[config.mk]
export PLATFORM = sky130hd
export DESIGN_NAME = board_mem
export DESIGN_NICKNAME = d
export VERILOG_FILES = /design/src/rtl/tetris_pkg.sv /design/src/rtl/board_line_clear.sv /design/src/rtl/board_mem.sv
export SDC_FILE = /design/constraint.sdc
export NUM_CORES = 1
export LEC_CHECK = 0
export BUFFER_PORTS_ARGS = -buffer_cell sky130_fd_sc_hd__buf_4
export CORE_MARGIN = 5
export CORE_UTILIZATION = 64
export CTS_CLUSTER_DIAMETER = 60
export DETAILED_ROUTE_END_ITERATION = 7
export PLACE_DENSITY = 0.81
export RECOVER_POWER = 50
export SLEW_MARGIN = 0
export SYNTH_ARGS = -nofsm -noshare
export SYNTH_HDL_FRONTEND = slang
export SYNTH_HIERARCHICAL = 1
export SYNTH_SLANG_ARGS = --single-unit
[constraint.sdc]
create_clock -name CLOCK_50 -period 6.61 [get_ports CLOCK_50]
set_clock_uncertainty 0.05 [all_clocks]
set_input_delay 0.3305 -clock CLOCK_50 [delete_from_list [all_inputs] [get_ports CLOCK_50]]
set_output_delay 0.3305 -clock CLOCK_50 [all_outputs]
set_load 0.005 [all_outputs]
[src/rtl/tetris_pkg.sv]
// tetris_pkg: shared playfield geometry, coordinate widths and line-clear state encoding
package tetris_pkg;
  localparam int BOARD_W = 10;
  localparam int BOARD_H = 20;
  localparam int X_W = 4;
  localparam int Y_W = 5;
  localparam logic [BOARD_W-1:0] FULL_ROW = 10'h3FF;
  localparam logic [1:0] S_IDLE = 2'd0;
  localparam logic [1:0] S_SCAN = 2'd1;
  localparam logic [1:0] S_DONE = 2'd2;
endpackage

[src/rtl/board_line_clear.sv]
// board_line_clear: scan FSM (bottom-up row index, shift enable, cleared-row counter, busy/done)
module board_line_clear
  import tetris_pkg::*;
(
  input  logic           CLOCK_50,
  input  logic           reset,
  input  logic           clear_start,
  input  logic           clear_all,
  input  logic           row_full,
  output logic [Y_W-1:0] r,
  output logic           shift,
  output logic           clear_busy,
  output logic           clear_done,
  output logic [4:0]     lines_cleared
);
  logic [1:0] state;
  assign shift = (state == S_SCAN) && row_full;
  assign clear_busy = state == S_SCAN;
  assign clear_done = state == S_DONE;
  always_ff @(posedge CLOCK_50 or posedge reset)
    if (reset) begin
      state <= S_IDLE;
      r <= '0;
      lines_cleared <= '0;
    end else if (clear_all) begin
      state <= S_IDLE;
      lines_cleared <= '0;
    end else if (state == S_IDLE) begin
      if (clear_start) begin
        state <= S_SCAN;
        r <= Y_W'(BOARD_H - 1);
        lines_cleared <= '0;
      end
    end else if (state == S_SCAN) begin
      if (row_full) lines_cleared <= lines_cleared + 5'd1;
      else if (r == '0) state <= S_DONE;
      else r <= r - Y_W'(1);
    end else
      state <= S_IDLE;
endmodule

[src/rtl/board_mem.sv]
// board_mem: 10x20 occupancy store; comb logic read/write port, registered VGA read, line-clear engine
module board_mem #(
  parameter int BOARD_W = tetris_pkg::BOARD_W,
  parameter int BOARD_H = tetris_pkg::BOARD_H
) (
  input  logic                      CLOCK_50,
  input  logic                      reset,
  input  logic [tetris_pkg::X_W-1:0] board_rx,
  input  logic [tetris_pkg::Y_W-1:0] board_ry,
  output logic                      board_rdata,
  input  logic                      board_we,
  input  logic [tetris_pkg::X_W-1:0] board_wx,
  input  logic [tetris_pkg::Y_W-1:0] board_wy,
  input  logic                      board_wdata,
  input  logic [tetris_pkg::X_W-1:0] vga_x,
  input  logic [tetris_pkg::Y_W-1:0] vga_y,
  output logic                      vga_rdata,
  input  logic                      clear_start,
  input  logic                      clear_all,
  output logic                      clear_busy,
  output logic                      clear_done,
  output logic [4:0]                lines_cleared
);
  import tetris_pkg::*;
  logic [BOARD_W-1:0] rows [BOARD_H];
  logic [BOARD_W-1:0] above [BOARD_H];
  logic [Y_W-1:0] r;
  logic shift;
  logic wr_ok;
  board_line_clear u_clear (
    .CLOCK_50(CLOCK_50),
    .reset(reset),
    .clear_start(clear_start),
    .clear_all(clear_all),
    .row_full(rows[r] == FULL_ROW),
    .r(r),
    .shift(shift),
    .clear_busy(clear_busy),
    .clear_done(clear_done),
    .lines_cleared(lines_cleared)
  );
  assign board_rdata = (int'(board_rx) >= BOARD_W || int'(board_ry) >= BOARD_H) ? 1'b1 : rows[board_ry][board_rx];
  assign wr_ok = board_we && !clear_busy && int'(board_wx) < BOARD_W && int'(board_wy) < BOARD_H;
  always_comb begin
    above[0] = '0;
    for (int k = 1; k < BOARD_H; k++) above[k] = rows[k-1];
  end
  always_ff @(posedge CLOCK_50 or posedge reset)
    if (reset) for (int k = 0; k < BOARD_H; k++) rows[k] <= '0;
    else if (clear_all) for (int k = 0; k < BOARD_H; k++) rows[k] <= '0;
    else if (shift) begin
      for (int k = 0; k < BOARD_H; k++) if (k <= int'(r)) rows[k] <= above[k];
    end else if (wr_ok) rows[board_wy][board_wx] <= board_wdata;
  always_ff @(posedge CLOCK_50 or posedge reset)
    if (reset) vga_rdata <= 1'b0;
    else vga_rdata <= (int'(vga_x) < BOARD_W && int'(vga_y) < BOARD_H) ? rows[vga_y][vga_x] : 1'b0;
endmodule

==> impl_results.md <==
- First-pass detailed-route iteration total: 7
- Switching Power: 1.801 mW
- Final min period: 5.605 ns
- Worst reg2reg setup slack: 1.00 ns
- Site row count: 59
- Endpoint required time on the critical path: 7.02 ns
- Violated checks: max-capacitance violations, max-slew violations
- Post-Synth Simple-Gate Area: 0.1114
- Global-route wire length before repair: 101.9 mm
- Switching part of the total: 0.3721
- Number of nets with antenna violations after detailed routing: 0
- Reg-to-Reg Start: u_clear/r[0]$_DFFE_PP0P_
- Met3 Resource Use GR: 0.1499
- Internal power: 3.039 mW
- CORE AREA: 0.02591 mm^2
- Area after DPL: 0.01709 mm^2
- Net total in the final layout: 1815
- Average vias per placed instance: 8.103
- 1st-iter DRT viols: 3486
- Summed area of non-filler cells in the final layout: 0.01799 mm^2
- Aggregate global-route resource usage: 0.4611
- Die footprint: 0.02950 mm^2
- Remaining DRCs: 0
- Total area of multi-input combinational cells: 0.01064 mm^2
- Critical Path End Type: register
- GRT met2 Usage: 0.6494
- Initial antenna violation count: 1
- Share of power burned in the clock network: 0.313
- Worst reg2reg endpoint: above[98]$_DFFE_PP0P_
- Net count after synthesis: 1885
- Largest family of logic cells by synthesized area: compound AO/OA/AOI/OAI gates
- Bufs on Longest Clock Path: 3
- Vias: 17.28k
- Worst min-delay path endpoint: u_clear/r[4]$_DFFE_PP0P_
- Cell Pwr Density: 269.0 mW/mm^2
- Starting utilization of the core area: 0.6463
- Warning count from the yosys run: 6
- Clock-pin slew on the worst setup and hold paths: 0.06 ns
- Number of max-cap violations: 3
- Leading post-synthesis cells by instance count: a21oi_1 (441), dfrtp_1 (213), nor2_1 (207), clkbuf_1 (137), mux4_2 (129)
- Fraction of synthesized cell area in xor and xnor cells: 0
- Post-synthesis sequential area ratio: 0.3183
- Adder-cell area share of the yosys netlist: 0.001494
- GRT met1 Usage: 0.6193
- Worst hold-check path type: input port to register
- Final clock period utilization by the worst path: 0.8480
- Ratio of cells with drive above 1 in the final layout: 0.1613
- Worst Hold Path Cells: 3
- Number of cells produced by synthesis: 1850
- Peak supply drop: 0.2235 mV
- Number of synthesized register bits: 213
- Maximum net fanout on the critical path: 49
- Busiest layer in global routing: met2
- Number of buffers inserted by post-CTS setup repair: 0
- Synthesized cell area: 0.01675 mm^2
- Top achievable clock speed: 178.4 MHz
- Remaining global-route overflow: 0
- Largest net degree at the start of global routing: 133
- Clock H-tree levels: 1
- Count of final max-slew check failures: 205
- Post-synth EDFFs: 0
- Worst slew pin tran: 3.175 ns
- Placed cells: 2084
- Setup-violating endpoint count in the final report: 0
- Number of endpoints with negative hold slack in the final report: 0
- Origin of the worst min-delay path: clear_start
- Share of power burned in registers: 0.366
- Multiplexer fraction of the synthesized cell area: 0.2274
- Final cell count without fillers: 2133
- Fraction of the mapped netlist area in compound gates: 0.2903
- Half-perimeter wire length of the detailed placement result: 44.87 mm
- Chip height: 171.8 um
- Dominant cell type by area after synthesis: dfrtp_1
- Leakage power of the design: 6.666 nW
- Via count of the first global-routing pass: 16.01k
- Signed area change from the synthesized netlist to the final layout: 7.427%
- Routed length per instance: 31.93 um
- Run status: finished, violations left
- Clock buffer count from CTS: 27
- Most frequently used cell type in the post-synthesis netlist: a21oi_1
- Nature of the critical path startpoint: register
- Area contributors post-synth: dfrtp_1 (32%), mux4_2 (17%), a21oi_1 (13%), nor2_1 (4.6%), o31ai_1 (4.0%)
- Quantity of gates resized following cts: 0
- Avg Inst Size Synth: 9.052 um^2
- Number of primary I/O pins: 42
- Main flop type after synthesis: dfrtp_1
- Routed wire length: 68.10 mm
- Signal arrival time at the worst endpoint: 6.02 ns
- Gpl congestion: 1.060
- Number of distinct library cells after synthesis: 75
- Yosys top cell area share: 0.3183
- Cell at the root of the clock tree: clkbuf_16
- Total of fill cells in the finished design: 2006
- TritonCTS clock tree: built
- Hold_buf cts: 2
- Sequential Area: 0.005335 mm^2
- Worst slew margin relative to its limit: -1.117
- Die X-Extent: 171.8 um
- Worst r2r path cells: 16
- Setup TNS Final: 0 ns
- TritonCTS Sinks: 213
- Final Util: 0.6943
- Clock latency on the worst-skew pair: 0.57 ns
- Unrepaired setup endpoints after global routing: no
- Total inserted antenna cells: 0
- Number of buffers added on ports: 41
- Combinational fraction of design power: 0.320
- Synth async-reset ratio: 1.000
- Startpoint-to-endpoint class of the critical path: register to register
[power groups by stage]
stage | Combinational, mW | Sequential [mW] | Clock (mW)
final | 1.55 | 1.77 | 1.52
after global routing | 1.60 | 1.79 | 1.56
after CTS | 1.48 | 1.76 | 1.51
after detailed placement | 1.47 | 1.78 | 0
after global placement | 1.45 | 1.77 | 0
after floorplan | 1.15 | 1.60 | 0
[cell usage in the layout (no fill, tap or decap), types with 22 or more instances in the layout]
cell / n
a21oi_1: 440
dfrtp_1: 211
nor2_1: 205
mux4_2: 129
o21ai_0: 89
o31ai_1: 89
buf_4: 75
o21ai_1: 69
nand2_1: 66
a31oi_1: 54
mux2i_1: 44
a32oi_1: 28
clkbuf_16: 27
nor2b_1: 22
[layer usage]
metal	up-vias	routed length [um]
li1	7052	-
met1	8055	22800
met2	1765	28040
met3	410	11190
met4	2	6019
met5	-	47
[registers in the layout, summed over array words and instances, names as in the netlist]
signal and cells:
vga_rdata 1, u_clear/r 5, u_clear/state 2, rows 10, u_clear/lines_cleared 5, above 190
[worst max-delay path, stage by stage (launching register included)]
cell	delay (ns)
dfrtp_4	1.02
buf_4	0.39
mux4_1	0.34
nand3_1	0.08
or4_1	0.62
o2bb2ai_1	0.18
and3_1	0.36
and2_1	0.33
nor2b_4	0.26
buf_4	0.47
nand2_1	0.14
o221ai_2	0.17
buf_4	0.30
o31a_1	0.19
buf_4	0.28
o21ai_0	0.14
o31ai_1	0.08
[cells by family after synthesis]
logic type                 count (synthesis)
AOI/OAI and AO/OA                        846
adders and majority gates                  2
buffers and inverters                    197
DFF                                      213
muxes                                    194
and+or+nand+nor                          398
[stage by stage]
stage	setup slack [ns]	power (mW)	hold WS [ns]
after floorplan	0.7471	2.747	0.1452
after global placement	1.401	3.222	0.3647
after detailed placement	1.219	3.251	0.3676
after CTS	1.193	4.747	0.05813
after global routing	0.7854	4.951	0.06751
final	1.005	4.840	0.05327
[cell type report]
cell class,instances,share of cell area
multi-input cells,1440,0.5913
flip-flops and latches,213,0.2966
repair buffers,88,0.03693
well taps,335,0.02330
clock inverters,10,0.006120
clock buffers,37,0.04354
inverters,10,0.002295
[worst max-delay path by stage]
stage | start | to | slack (ns) | depth (start not counted)
2_1_floorplan | reset | above[0]$_DFFE_PP0P_ | 0.75 | 1
3_3_place_gp | u_clear/r[0]$_DFFE_PP0P_ | above[98]$_DFFE_PP0P_ | 1.40 | 16
3_5_place_dp | u_clear/r[0]$_DFFE_PP0P_ | above[98]$_DFFE_PP0P_ | 1.22 | 16
4_1_cts | u_clear/r[0]$_DFFE_PP0P_ | above[98]$_DFFE_PP0P_ | 1.19 | 16
5_1_grt | u_clear/r[0]$_DFFE_PP0P_ | above[98]$_DFFE_PP0P_ | 0.79 | 16
6_report | u_clear/r[0]$_DFFE_PP0P_ | above[98]$_DFFE_PP0P_ | 1.00 | 16
(Power assumes the default switching activity.)
